[src/rtl/qnet_cmd_arb.sv]
// Two-source (local / net) command arbiter feeding the QNET command FSM.
// Optional grant statistics are built when QNET_ARB_STATS_EN is defined.
module qnet_cmd_arb #(
  parameter int CMD_W       = 5,
  parameter int DT_W        = 32,
  parameter int TIMEOUT     = 1023,
  parameter int MAX_NET_RUN = 2
) (
  input  logic             st_clk_i,
  input  logic             st_rst_ni,
  input  logic             loc_req_i,
  input  logic [CMD_W-1:0] loc_cmd_i,
  input  logic [DT_W-1:0]  loc_dt_i,
  output logic             loc_ack_o,
  input  logic             net_req_i,
  input  logic [CMD_W-1:0] net_cmd_i,
  input  logic [DT_W-1:0]  net_dt_i,
  output logic             net_ack_o,
  output logic             ack_err_o,
  output logic             cmd_req_o,
  output logic             cmd_src_o,
  output logic [CMD_W-1:0] cmd_op_o,
  output logic [DT_W-1:0]  cmd_dt_o,
  input  logic             cmd_ack_i,
  input  logic             cmd_done_i,
  input  logic             clr_err_i,
  output logic             busy_o,
  output logic             err_o,
  output logic [1:0]       arb_st_o,
  output logic [15:0]      loc_cnt_o,
  output logic [15:0]      net_cnt_o
);

  localparam int TW = (TIMEOUT < 2) ? 1 : $clog2(TIMEOUT + 1);

  localparam logic [1:0] ST_IDLE    = 2'd0;
  localparam logic [1:0] ST_ISSUE   = 2'd1;
  localparam logic [1:0] ST_EXEC    = 2'd2;
  localparam logic [1:0] ST_RELEASE = 2'd3;

  logic [1:0]    st_d;
  logic [TW-1:0] tmo_q;
  logic [1:0]    run_q;
  logic          loc_hold_q, net_hold_q;
  logic          loc_elig, net_elig, grant_loc, grant_net, grant;
  logic          tmo_hit, rel_ok, rel_err, rel;

  assign loc_elig  = loc_req_i & ~loc_hold_q;
  assign net_elig  = net_req_i & ~net_hold_q;
  // Net normally wins; local is forced through once net has run MAX_NET_RUN times.
  assign grant_loc = (arb_st_o == ST_IDLE) & loc_elig &
                     (~net_elig | (int'(run_q) >= MAX_NET_RUN));
  assign grant_net = (arb_st_o == ST_IDLE) & net_elig & ~grant_loc;
  assign grant     = grant_loc | grant_net;
  assign tmo_hit   = (tmo_q == TW'(TIMEOUT));
  assign rel       = rel_ok | rel_err;

  always_comb begin
    st_d    = arb_st_o;
    rel_ok  = 1'b0;
    rel_err = 1'b0;
    case (arb_st_o)
      ST_IDLE: if (grant) st_d = ST_ISSUE;
      ST_ISSUE: begin
        if (cmd_ack_i && cmd_done_i) begin
          st_d   = ST_RELEASE;
          rel_ok = 1'b1;
        end else if (tmo_hit) begin
          st_d    = ST_RELEASE;
          rel_err = 1'b1;
        end else if (cmd_ack_i) begin
          st_d = ST_EXEC;
        end
      end
      ST_EXEC: begin
        if (cmd_done_i) begin
          st_d   = ST_RELEASE;
          rel_ok = 1'b1;
        end else if (tmo_hit) begin
          st_d    = ST_RELEASE;
          rel_err = 1'b1;
        end
      end
      default: st_d = ST_IDLE;
    endcase
  end

  always_ff @(posedge st_clk_i or negedge st_rst_ni) begin
    if (!st_rst_ni) begin
      arb_st_o   <= ST_IDLE;
      cmd_req_o  <= 1'b0;
      busy_o     <= 1'b0;
      cmd_src_o  <= 1'b0;
      cmd_op_o   <= '0;
      cmd_dt_o   <= '0;
      tmo_q      <= '0;
      run_q      <= '0;
      loc_ack_o  <= 1'b0;
      net_ack_o  <= 1'b0;
      ack_err_o  <= 1'b0;
      err_o      <= 1'b0;
      loc_hold_q <= 1'b0;
      net_hold_q <= 1'b0;
    end else begin
      arb_st_o  <= st_d;
      cmd_req_o <= (st_d == ST_ISSUE);
      busy_o    <= (st_d != ST_IDLE);
      if (grant) begin
        cmd_src_o <= grant_net;
        cmd_op_o  <= grant_net ? net_cmd_i : loc_cmd_i;
        cmd_dt_o  <= grant_net ? net_dt_i  : loc_dt_i;
        tmo_q     <= '0;
      end else if ((arb_st_o == ST_ISSUE || arb_st_o == ST_EXEC) && !tmo_hit) begin
        tmo_q <= tmo_q + 1'b1;
      end
      if (grant_loc)
        run_q <= '0;
      else if (grant_net && loc_elig && run_q != 2'd3)
        run_q <= run_q + 2'd1;
      loc_ack_o <= rel & ~cmd_src_o;
      net_ack_o <= rel & cmd_src_o;
      ack_err_o <= rel_err;
      err_o     <= rel_err | (err_o & ~clr_err_i);
      // Holdoff is set on release only if the requester still holds req high.
      loc_hold_q <= (arb_st_o == ST_RELEASE && !cmd_src_o) ? loc_req_i : (loc_hold_q & loc_req_i);
      net_hold_q <= (arb_st_o == ST_RELEASE &&  cmd_src_o) ? net_req_i : (net_hold_q & net_req_i);
    end
  end

`ifdef QNET_ARB_STATS_EN
  always_ff @(posedge st_clk_i or negedge st_rst_ni) begin
    if (!st_rst_ni) begin
      loc_cnt_o <= '0;
      net_cnt_o <= '0;
    end else begin
      if (grant_loc && loc_cnt_o != 16'hFFFF) loc_cnt_o <= loc_cnt_o + 16'd1;
      if (grant_net && net_cnt_o != 16'hFFFF) net_cnt_o <= net_cnt_o + 16'd1;
    end
  end
`else
  assign loc_cnt_o = '0;
  assign net_cnt_o = '0;
`endif

endmodule

[config.mk]
export PLATFORM = sky130hd
export DESIGN_NAME = qnet_cmd_arb
export DESIGN_NICKNAME = d
export VERILOG_FILES = /design/src/rtl/qnet_cmd_arb.sv
export SDC_FILE = /design/constraint.sdc
export NUM_CORES = 1
export LEC_CHECK = 0
export CAP_MARGIN = 20
export CORE_MARGIN = 4
export CORE_UTILIZATION = 40
export CTS_CLUSTER_DIAMETER = 60
export DETAILED_ROUTE_END_ITERATION = 16
export PLACE_DENSITY = 0.89
export SYNTH_ARGS = -nofsm -noshare
export SYNTH_HDL_FRONTEND = slang
export SYNTH_SLANG_ARGS = --single-unit
[constraint.sdc]
create_clock -name st_clk_i -period 2.9 [get_ports st_clk_i]
set_input_delay 0.58 -clock st_clk_i [delete_from_list [all_inputs] [get_ports st_clk_i]]
set_output_delay 0.58 -clock st_clk_i [all_outputs]
set_load 0.01 [all_outputs]
Word level (Yosys, flattened, before mapping):

Index checks and enable logic that the tools add are counted.

* input bits: 81
* output and inout port bits: 78
* word-level logic and storage cells: 79
* register bits: 60

* bitwise operators: 21
* add/subtract/negate cells: 2
* multiplexer cells: 22
* magnitude comparators: 1
* reduce and logical (&&, ||, !) cells: 13
* equal/unequal tests: 6

Operators with widths (count)
* 32-bit 2-to-1 mux: 1
* 10-bit 2-to-1 mux: 2
* 2-bit 2-to-1 mux: 8
* 1-bit bitwise AND: 11
* 10-bit by 1-bit adder with 10-bit output, second input constant: 1
* 10-bit equality test, second input constant: 1
* 1-bit 2-to-1 mux: 7
* 1-bit logical AND: 6
* 1-bit NOT: 6
* 2-bit one-hot mux with 3 select lines: 1
* 2-bit nonzero test: 3
* 5-bit 2-to-1 mux: 1
* 2-bit by 1-bit equality test with 1-bit output, second input constant: 2
* 2-bit equality test, second input constant: 2
* 1-bit OR: 4
* 1-bit one-hot mux with 2 select lines: 2
* 2-bit by 1-bit adder with 2-bit output, second input constant: 1
* 2-bit greater-or-equal comparator, second input constant: 1
* 1-bit logical NOT: 2
* 2-bit logical NOT: 1
* 2-bit inequality test, second input constant: 1
* 1-bit logical OR: 1

Logic depth before layout (Yosys ltp):

Gate-level depths: netlist (run 1).

* depth in word-level cells: 11
* mapped depth: 8
* mapped depth without buffers: 6

Worst setup path before layout (run 1):

No wires, ideal clock.

* path kind: register -> register
* start: register arb_st_o[0]
* end: register cmd_dt_o[10]
* buffers on the path: 2
* setup time: 118 ps
* path slack: 938 ps
* period minus slack after synthesis: 1962 ps
* stages on the path, launching flop included: 9
* arrival: 1844 ps
* required time: 2782 ps
* cell sequence: dfrtp_1 -> inv_1 -> ha_1 -> nand3b_1 -> o211a_1 -> buf_2 -> buf_6 -> a22o_1 -> a21o_1

* longest elaborated chain between the ends: 6
* elaborated cells between the ends (all ways): 8
* those cells by class: mux: 1; bitwise: 6; reduce/logical: 1

Ends and longest elaborated chain
* start, declared: RTL line 29 `output logic [1:0] arb_st_o,`
* start signal, assigned: RTL line 105 `arb_st_o <= st_d;`
* 2-bit logical NOT (*): RTL line 51, 53
* 1-bit bitwise AND (2 in series): RTL line 51 `assign grant_loc = (arb_st_o == ST_IDLE) & loc_elig &`
* 1-bit NOT: RTL line 53 `assign grant_net = (arb_st_o == ST_IDLE) & net_elig & ~grant_loc;`
* 1-bit bitwise AND: RTL line 53
* 32-bit 2-to-1 mux / 1-bit OR (equally long branches): RTL line 111, 54
* end signal, assigned: RTL line 111 `cmd_dt_o <= grant_net ? net_dt_i : loc_dt_i;`
* end, declared: RTL line 23 `output logic [DT_W-1:0] cmd_dt_o,`

Every way passes the cells marked *; elsewhere a longest branch is shown, timed or not.
A chain may end at the register's enable or synchronous reset.

Final worst setup path (run 1):

* start: register arb_st_o[0]
* end: register cmd_op_o[1]

* longest elaborated chain between the ends: 6
* elaborated cells between the ends (all ways): 8
* those cells by class: mux: 1; bitwise: 6; reduce/logical: 1

Ends and longest elaborated chain
* 2-bit logical NOT (*): RTL line 51, 53
* 1-bit bitwise AND (2 in series): RTL line 51
* 1-bit NOT: RTL line 53
* 1-bit bitwise AND: RTL line 53
* 5-bit 2-to-1 mux / 1-bit OR (equally long branches): RTL line 110, 54
* end signal, assigned: RTL line 110 `cmd_op_o <= grant_net ? net_cmd_i : loc_cmd_i;`
* end, declared: RTL line 22 `output logic [CMD_W-1:0] cmd_op_o,`

Marked as above.

==> out/results.env, run 1 <==
R2R-START='arb_st_o[0]$_DFF_PN0_'
ROUTABILITYCONGESTION=0.744
PLACED_WIRE_LENGTH_ESTIMATE_MM=6.05
LAYOUT.FILLER_CELLS=633
CLK_TRANSITION_REPORTED_PATHS_NS=0.07
POSTCTSHOLDBUFS=0
DIE-AREA_SQ_MM=0.00923
ENDPOINT_KIND='flip-flop'
COUNT_OF_UNRESOLVED_DRC_VIOLATIONS_AFTER_ROUTING=0
CLOCK_TREE.ROOT_CELL='sky130_fd_sc_hd__clkbuf_8'
AREA_GROWTH_FROM_SYNTHESIS_TO_FINAL_LAYOUT_PCT=47.1
POST_SYNTHESIS_INSTANCE_AREA_SQ_MM=0.00310
WORST_R2R_PATH_DEPTH=6
FINISH.CELL_COUNT_WITHOUT_FILLERS=514
GRT_ANTENNA_BEFORE_REPAIR=0
AVGSYNTHCELLAREA_SQ_UM=11.0
FINAL_COMMON_CELL='sky130_fd_sc_hd__clkdlybuf4s50_1'
GRT_PASS1_WL_MM=12.3
SYNTH_EDF_COUNT=0
RESULT_OF_THE_RUN='finished clean'
SLEW_HEADROOM_PCT=44.2
GR-TOTAL-OVERFLOW=0
NUM_ROWS=31
TIGHTESTPINTRANSITION_NS=0.835
FIN_SKEW_NS=0.0116
PROPORTION_OF_REGISTER_BITS_WITH_ASYNCHRONOUS_SET_OR_RESET_AFTER_SYNTHESIS_PCT=100
POSTCTSSETUPREPAIRBUFS=0
REGTOREGENDPOINT='cmd_op_o[1]$_DFFE_PN0N_'
FINALHOLDVIOLCOUNT=0
CLOCK_INSERTION_DELAY_WORST_SKEW_NS=0.34
FINALSETUPVIOLCOUNT=0
IO-PIN-COUNT=159
DETAILEDROUTE.FIRSTPASSITERATIONCOUNT=4
SYNTH.YOSYS.SEQ_AREA_SHARE_PCT=48.4
SYNTHESIS.INSTANCES=281
FIN_HOLD_WS_NS=0.316
YOSYS_WARNINGS=0
ARRIVAL_NS=2.72
POST-ROUTE-CELL-AREA_SQ_MM=0.00457
CTSLONGESTPATHBUFFERS=2
DIE_WIDTH_MICRONS=96.1
POST_SYNTHESIS_SEQUENTIAL_ELEMENT_COUNT=60
TIMING.SETUP.TNS_NS=0
CTS_BUFFERS=9
LARGEST_NET_DEGREE_AT_THE_START_OF_GLOBAL_ROUTING=38
CRIT_PATH_MAX_FANOUT=37
POSTSYNTH.TOPFLOPCELL='sky130_fd_sc_hd__dfrtp_1'
DETAIL-ROUTE-ANTENNA-NETS=0
CORE-AREA_SQ_MM=0.00741
PNR_TOTAL_POWER_mW=4.55
WORST-R2R-SETUP-SLACK_NS=0.46
ROUTED_VIA_DENSITY=4.99
WIRELENGTH_MM=8.07
NUMBER_OF_CLOCK_SINKS=60
CTS_RESIZED=0
TIMING.CRITICAL_PATH.CELLS='inv_1 > ha_1 > nand3b_1 > o211a_1 > nor2_4 > a21o_1'
H_TREE_DEPTH=3
SLEW_VIOLATIONS=0
DIODES=0
CP-START-KIND='flip-flop'
INITIAL_UTILIZATION_PCT=41.9
POWER.STATIC_LEAKAGE_nW=2.19
CTS_TREE='built'
DIE_HEIGHT_MICRONS=96.1
GRT.TOTAL_USAGE_PCT=17.5
DP.CELLS=499
GRT_SETUP_UNREPAIRED='no'
POST_SYNTH_NUM_CELL_TYPES=43
MAXCAPVIOLATIONS=0
VIA_COUNT=2564
GRT_PASS1_VIAS=2680
TIMING.SETUP.CRITICAL_PATH_CLASS='flip-flop to flip-flop'
MIN-DELAY-PATH-CLASS='input pin to async pin'
TIMING.CRITICAL_PATH.SLOWEST_STAGE_CELL='sky130_fd_sc_hd__nor2_4'
FINALCRITICALPERIOD_NS=2.44
IO_BUFFER_COUNT=126
NETS_FINISH=502
FRACTION_OF_LAYOUT_CELLS_WITH_A_SIZE_SUFFIX_ABOVE_1_PCT=7.47
CP.REQUIRED_NS=3.17
DETAILEDROUTE.FIRSTITERATIONVIOLATIONS=84
LAYOUT_WORST_PATH_CYCLE_SHARE_PCT=84.3
POST_DRT_WL_PER_CELL_MICRONS=15.7
PLACEMENT.CELL_AREA_SQ_MM=0.00435
MAX_FREQ_GHz=0.409
PEAKVDDDROP_mV=0.481
CPPEAKSTAGEDELAY_NS=0.69
POWER.DENSITY_mW_PER_MM2=996
COMMONEST_NON_FILL_NON_TAP_CELLS_IN_THE_LAYOUT='125 x sky130_fd_sc_hd__clkdlybuf4s50_1, 60 x sky130_fd_sc_hd__dfrtp_1, 39 x sky130_fd_sc_hd__a21o_1'
-- routing by layer --
| metal | global-route usage, % | vias up | part of all wire [%] |
|---|---|---|---|
| li1 | - | 1213 | - |
| met1 | 19.9 | 1254 | 39 |
| met2 | 30.6 | 89 | 53 |
| met3 | 5.32 | 8 | 6.6 |
| met4 | 6.75 | 0 | 1.4 |
| met5 | 0 | - | 0 |
-- sequential cells by signal, summed over array words and instances (netlist names) --
signal and cells:
err_o 1, cmd_dt_o 32, ack_err_o 1, loc_ack_o 1, cmd_op_o 5, busy_o 1, net_ack_o 1, cmd_src_o 1
cmd_req_o 1, run_q 2, net_hold_q 1, tmo_q 10, loc_hold_q 1, arb_st_o 2
-- cells by family (layout without fill, tap and decap cells) --
| logic type | after synthesis | after routing | synth area share (%) |
|---|---|---|---|
| buffers and inverters | 52 | 155 | 11.0 |
| adder cells (fa/ha/maj) | 9 | 9 | 3.63 |
| AND/OR/NAND/NOR | 50 | 50 | 9.31 |
| other | 1 | 32 | 0.121 |
| flip-flops | 60 | 60 | 48.4 |
| XOR/XNOR | 4 | 4 | 1.13 |
| AO/OA/AOI/OAI | 103 | 103 | 25.8 |
| multiplexers | 2 | 2 | 0.645 |
-- synth_stat cells, types with 2 or more instances --
library cell	number	area share, %
sky130_fd_sc_hd__buf_4	32	7.7
sky130_fd_sc_hd__o31ai_1	3	0.73
sky130_fd_sc_hd__clkbuf_1	4	0.48
sky130_fd_sc_hd__dfrtp_1	60	48
sky130_fd_sc_hd__nor2_1	13	1.6
sky130_fd_sc_hd__a31oi_1	2	0.40
sky130_fd_sc_hd__buf_2	8	1.3
sky130_fd_sc_hd__nor3_1	2	0.32
sky130_fd_sc_hd__inv_1	6	0.73
sky130_fd_sc_hd__or3_1	3	0.60
sky130_fd_sc_hd__nand2_1	8	0.97
sky130_fd_sc_hd__buf_6	2	0.73
sky130_fd_sc_hd__o21a_1	2	0.48
sky130_fd_sc_hd__a21oi_1	5	0.81
sky130_fd_sc_hd__nand2b_1	2	0.40
sky130_fd_sc_hd__mux2i_1	2	0.64
sky130_fd_sc_hd__ha_1	9	3.6
sky130_fd_sc_hd__a22o_1	37	10
sky130_fd_sc_hd__o21ai_0	7	1.1
sky130_fd_sc_hd__xor2_1	4	1.1
sky130_fd_sc_hd__nand3_1	3	0.48
sky130_fd_sc_hd__nor2b_1	5	1.0
sky130_fd_sc_hd__a21o_1	39	9.4
sky130_fd_sc_hd__o2111ai_1	2	0.56
sky130_fd_sc_hd__and3_1	3	0.60
-- report_power, final --
group	leakage [nW]	switching (mW)	internal, mW	total (mW)
registers	0.746	0.237	1.19	1.43
clock network	0.108	0.312	0.481	0.793
logic	1.34	1.02	1.30	2.33
-- metrics by stage --
stage | worst slack, ns | util, %
detailed placement | 0.245 | 58.7
finish | 0.455 | 61.6
CTS | 0.425 | 61.5
floorplan | 0.938 | -
global placement | 0.338 | 58.7
global route | 0.224 | 61.6
-- final cells by class --
cell class	count	area (sq um)	share of cell area (%)
multi-input cells	200	1390	30.4
well taps	99	124	2.71
repair buffers	135	1320	29.0
inverters	6	22.5	0.493
clock buffers	13	179	3.92
clock inverters	1	30.0	0.658
flip-flops and latches	60	1500	32.9
-- how the worst max path moves through the flow --
stage / startpoint / endpoint / slack [ns] / depth (start not counted)
after floorplan: arb_st_o[0]$_DFF_PN0_ / cmd_dt_o[10]$_DFFE_PN0N_ / 0.94 / 8
after global placement: loc_req_i / cmd_dt_o[29]$_DFFE_PN0N_ / 0.34 / 5
after detailed placement: loc_req_i / cmd_op_o[1]$_DFFE_PN0N_ / 0.25 / 5
after CTS: arb_st_o[0]$_DFF_PN0_ / cmd_op_o[1]$_DFFE_PN0N_ / 0.42 / 6
after global routing: arb_st_o[1]$_DFF_PN0_ / cmd_op_o[1]$_DFFE_PN0N_ / 0.22 / 6
final: arb_st_o[0]$_DFF_PN0_ / cmd_op_o[1]$_DFFE_PN0N_ / 0.46 / 6
-- critical path: cells and delay by family, from the launching register on --
kind | cells | cell delay [ns]
AO/OA/AOI/OAI | 2 | 0.60
adder cells (fa/ha/maj) | 1 | 0.31
buffers and inverters | 1 | 0.14
AND/OR/NAND/NOR | 2 | 0.87
flip-flops | 1 | 0.45
No activity file was read; power rests on OpenSTA's default activity.
==> run 2: changes to the inputs <==
--- a/config.mk
+++ b/config.mk
@@ -7,10 +7,10 @@
 export LEC_CHECK = 0
 export CAP_MARGIN = 20
 export CORE_MARGIN = 4
-export CORE_UTILIZATION = 40
+export CORE_UTILIZATION = 36
 export CTS_CLUSTER_DIAMETER = 60
 export DETAILED_ROUTE_END_ITERATION = 16
-export PLACE_DENSITY = 0.89
+export PLACE_DENSITY = 0.85
 export SYNTH_ARGS = -nofsm -noshare
 export SYNTH_HDL_FRONTEND = slang
 export SYNTH_SLANG_ARGS = --single-unit
==> constraint.sdc (replaced) <==
create_clock -name st_clk_i -period 2.1 [get_ports st_clk_i]
set_input_delay 0.42 -clock st_clk_i [delete_from_list [all_inputs] [get_ports st_clk_i]]
set_output_delay 0.42 -clock st_clk_i [all_outputs]
set_load 0.01 [all_outputs]
==> out/results.env, run 2 (synthesis results as in run 1) <==
CPPEAKSTAGEDELAY_NS=0.64
TIMING.CRITICAL_PATH.CELLS='ha_1 > nand3_1 > o31ai_1 > buf_4 > or4_2 > a21oi_1'
CTS_TREE='built'
MAX_FREQ_GHz=0.524
FINALHOLDVIOLCOUNT=0
CORE-AREA_SQ_MM=0.00830
PNR_TOTAL_POWER_mW=6.36
LARGEST_NET_DEGREE_AT_THE_START_OF_GLOBAL_ROUTING=42
RESULT_OF_THE_RUN='finished clean'
TIMING.SETUP.CRITICAL_PATH_CLASS='flip-flop to flip-flop'
LAYOUT.FILLER_CELLS=732
SEQ_AREA_SQ_MM=0.00150
LAYOUT.CORE_UTILIZATION_PCT=55.8
ARRIVAL_NS=2.17
AREA_GROWTH_FROM_SYNTHESIS_TO_FINAL_LAYOUT_PCT=49.3
H_TREE_DEPTH=3
MULTIINPUTGATEAREA_SQ_MM=0.00140
LARGEST_REGISTER_FF_COUNT=32
POSTCTSSETUPREPAIRBUFS=0
FINAL_COMMON_CELL='sky130_fd_sc_hd__clkdlybuf4s50_1'
DIODES=0
DETAIL-ROUTE-ANTENNA-NETS=0
CTSLONGESTPATHBUFFERS=2
GRT.TOTAL_USAGE_PCT=17.2
ROUTED_VIA_DENSITY=4.98
DETAILEDROUTE.FIRSTPASSITERATIONCOUNT=4
TIMING.SETUP.TNS_NS=0
FIN_HOLD_WS_NS=0.0730
POST_DRT_WL_PER_CELL_MICRONS=16.7
WIRELENGTH_MM=8.86
COUNT_OF_UNRESOLVED_DRC_VIOLATIONS_AFTER_ROUTING=0
TIMING.CRITICAL_PATH.SLOWEST_STAGE_CELL='sky130_fd_sc_hd__or4_2'
GRT_PASS1_VIAS=2888
VIA_COUNT=2650
NUM_ROWS=33
FIN_SKEW_NS=0.0115
DIE_HEIGHT_MICRONS=101
CLK_TRANSITION_REPORTED_PATHS_NS=0.08
CRIT_PATH_MAX_FANOUT=11
CP.REQUIRED_NS=2.36
DP.CELLS=515
FRACTION_OF_LAYOUT_CELLS_WITH_A_SIZE_SUFFIX_ABOVE_1_PCT=10.5
FINISH.CELL_COUNT_WITHOUT_FILLERS=532
PLACED_WIRE_LENGTH_ESTIMATE_MM=6.55
GRT_PASS1_WL_MM=13.8
ENDPOINT_KIND='flip-flop'
NUMBER_OF_CLOCK_SINKS=60
INITIAL_UTILIZATION_PCT=37.4
BIGGESTREGSBYFLOPS='cmd_dt_o x32, tmo_q x10, cmd_op_o x5'
COMMONEST_NON_FILL_NON_TAP_CELLS_IN_THE_LAYOUT='125 x sky130_fd_sc_hd__clkdlybuf4s50_1, 60 x sky130_fd_sc_hd__dfrtp_1, 39 x sky130_fd_sc_hd__a21o_1'
CRIT_PATH_BUF_INV_COUNT=1
WORST_PATH_DOMINANT_CELL_FAMILY='simple AND/OR/NAND/NOR gates'
DETAILEDROUTE.FIRSTITERATIONVIOLATIONS=118
POWER.STATIC_LEAKAGE_nW=2.22
LAYOUT_WORST_PATH_CYCLE_SHARE_PCT=90.8
POWER.DENSITY_mW_PER_MM2=1370
GRT_SETUP_UNREPAIRED='no'
NETS_FINISH=512
MAXCAPVIOLATIONS=0
IO_BUFFER_COUNT=126
ROUTABILITYCONGESTION=0.796
MIN-DELAY-PATH-CLASS='input pin to async pin'
TOP_REGISTER='cmd_dt_o'
IO-PIN-COUNT=159
GR-TOTAL-OVERFLOW=0
DIE-AREA_SQ_MM=0.0102
CTS_BUFFERS=9
CP-START-KIND='flip-flop'
TIGHTESTPINTRANSITION_NS=0.572
FINALSETUPVIOLCOUNT=0
FINALCRITICALPERIOD_NS=1.91
SLEW_VIOLATIONS=0
GRT_ANTENNA_BEFORE_REPAIR=0
PEAKVDDDROP_mV=0.645
SLEW_HEADROOM_PCT=61.8
CLOCK_INSERTION_DELAY_WORST_SKEW_NS=0.34
CLOCK_TREE.ROOT_CELL='sky130_fd_sc_hd__clkbuf_8'
DIE_WIDTH_MICRONS=101
-- run 2: cell type report --
| cell class | count | area share, % |
|---|---|---|
| timing repair buffer | 144 | 30.3 |
| sequential | 60 | 32.4 |
| tap | 105 | 2.83 |
| clock inverter | 7 | 1.11 |
| clock buffer | 9 | 2.67 |
| multi-input combinational | 201 | 30.2 |
| inverter | 6 | 0.486 |
-- run 2: path summary, 6_finish.rpt --
kind | start | end | cells past startpoint | slack [ns]
max in group asynchronous | st_rst_ni | cmd_dt_o[21]$_DFFE_PN0N_ | 2 | 1.42
min | st_rst_ni | run_q[0]$_DFFE_PN0P_ | 1 | 0.07
min reg2reg | err_o$_DFF_PN0_ | err_o$_DFF_PN0_ | 1 | 0.48
min in group st_clk_i | err_o$_DFF_PN0_ | err_o$_DFF_PN0_ | 1 | 0.48
max reg2reg | tmo_q[0]$_DFFE_PN0P_ | tmo_q[5]$_DFFE_PN0P_ | 6 | 0.19
max | tmo_q[0]$_DFFE_PN0P_ | tmo_q[5]$_DFFE_PN0P_ | 6 | 0.19
-- run 2: what timing repair did --
item | CTS | global route
hold buffers | 0 | 0
endpoints found under the setup margin | 37 | 13
pin swaps | 1 | 0
gates resized for setup | 1 | 2
cloned | 1 | 0
-- run 2: per-stage QoR --
stage	instance area, sq um	worst slack (ns)
2_1_floorplan	3220	0.138
3_3_place_gp	4450	-0.306
3_5_place_dp	4450	-0.373
4_1_cts	4630	0.0637
5_1_grt	4630	0.108
6_report	4630	0.193
-- run 2: report_power, final --
| group | internal, mW | switching (mW) | total, mW |
|---|---|---|---|
| Sequential | 1.65 | 0.315 | 1.96 |
| Clock | 0.433 | 0.498 | 0.931 |
| Combinational | 1.92 | 1.55 | 3.46 |
-- run 2: layer usage --
metal,vias up,routed length [microns],global-route usage [%]
li1,1240,-,-
met1,1276,3500,20.1
met3,17,549,4.22
met5,-,0,0
met4,0,180,7.88
met2,117,4630,29.7
-- run 2: worst reg2reg max path, stage by stage, from the launching register on --
cell and delay, ns:
sky130_fd_sc_hd__dfrtp_1 0.40, sky130_fd_sc_hd__ha_1 0.24, sky130_fd_sc_hd__nand3_1 0.12, sky130_fd_sc_hd__o31ai_1 0.10, sky130_fd_sc_hd__buf_4 0.18, sky130_fd_sc_hd__or4_2 0.64, sky130_fd_sc_hd__a21oi_1 0.16
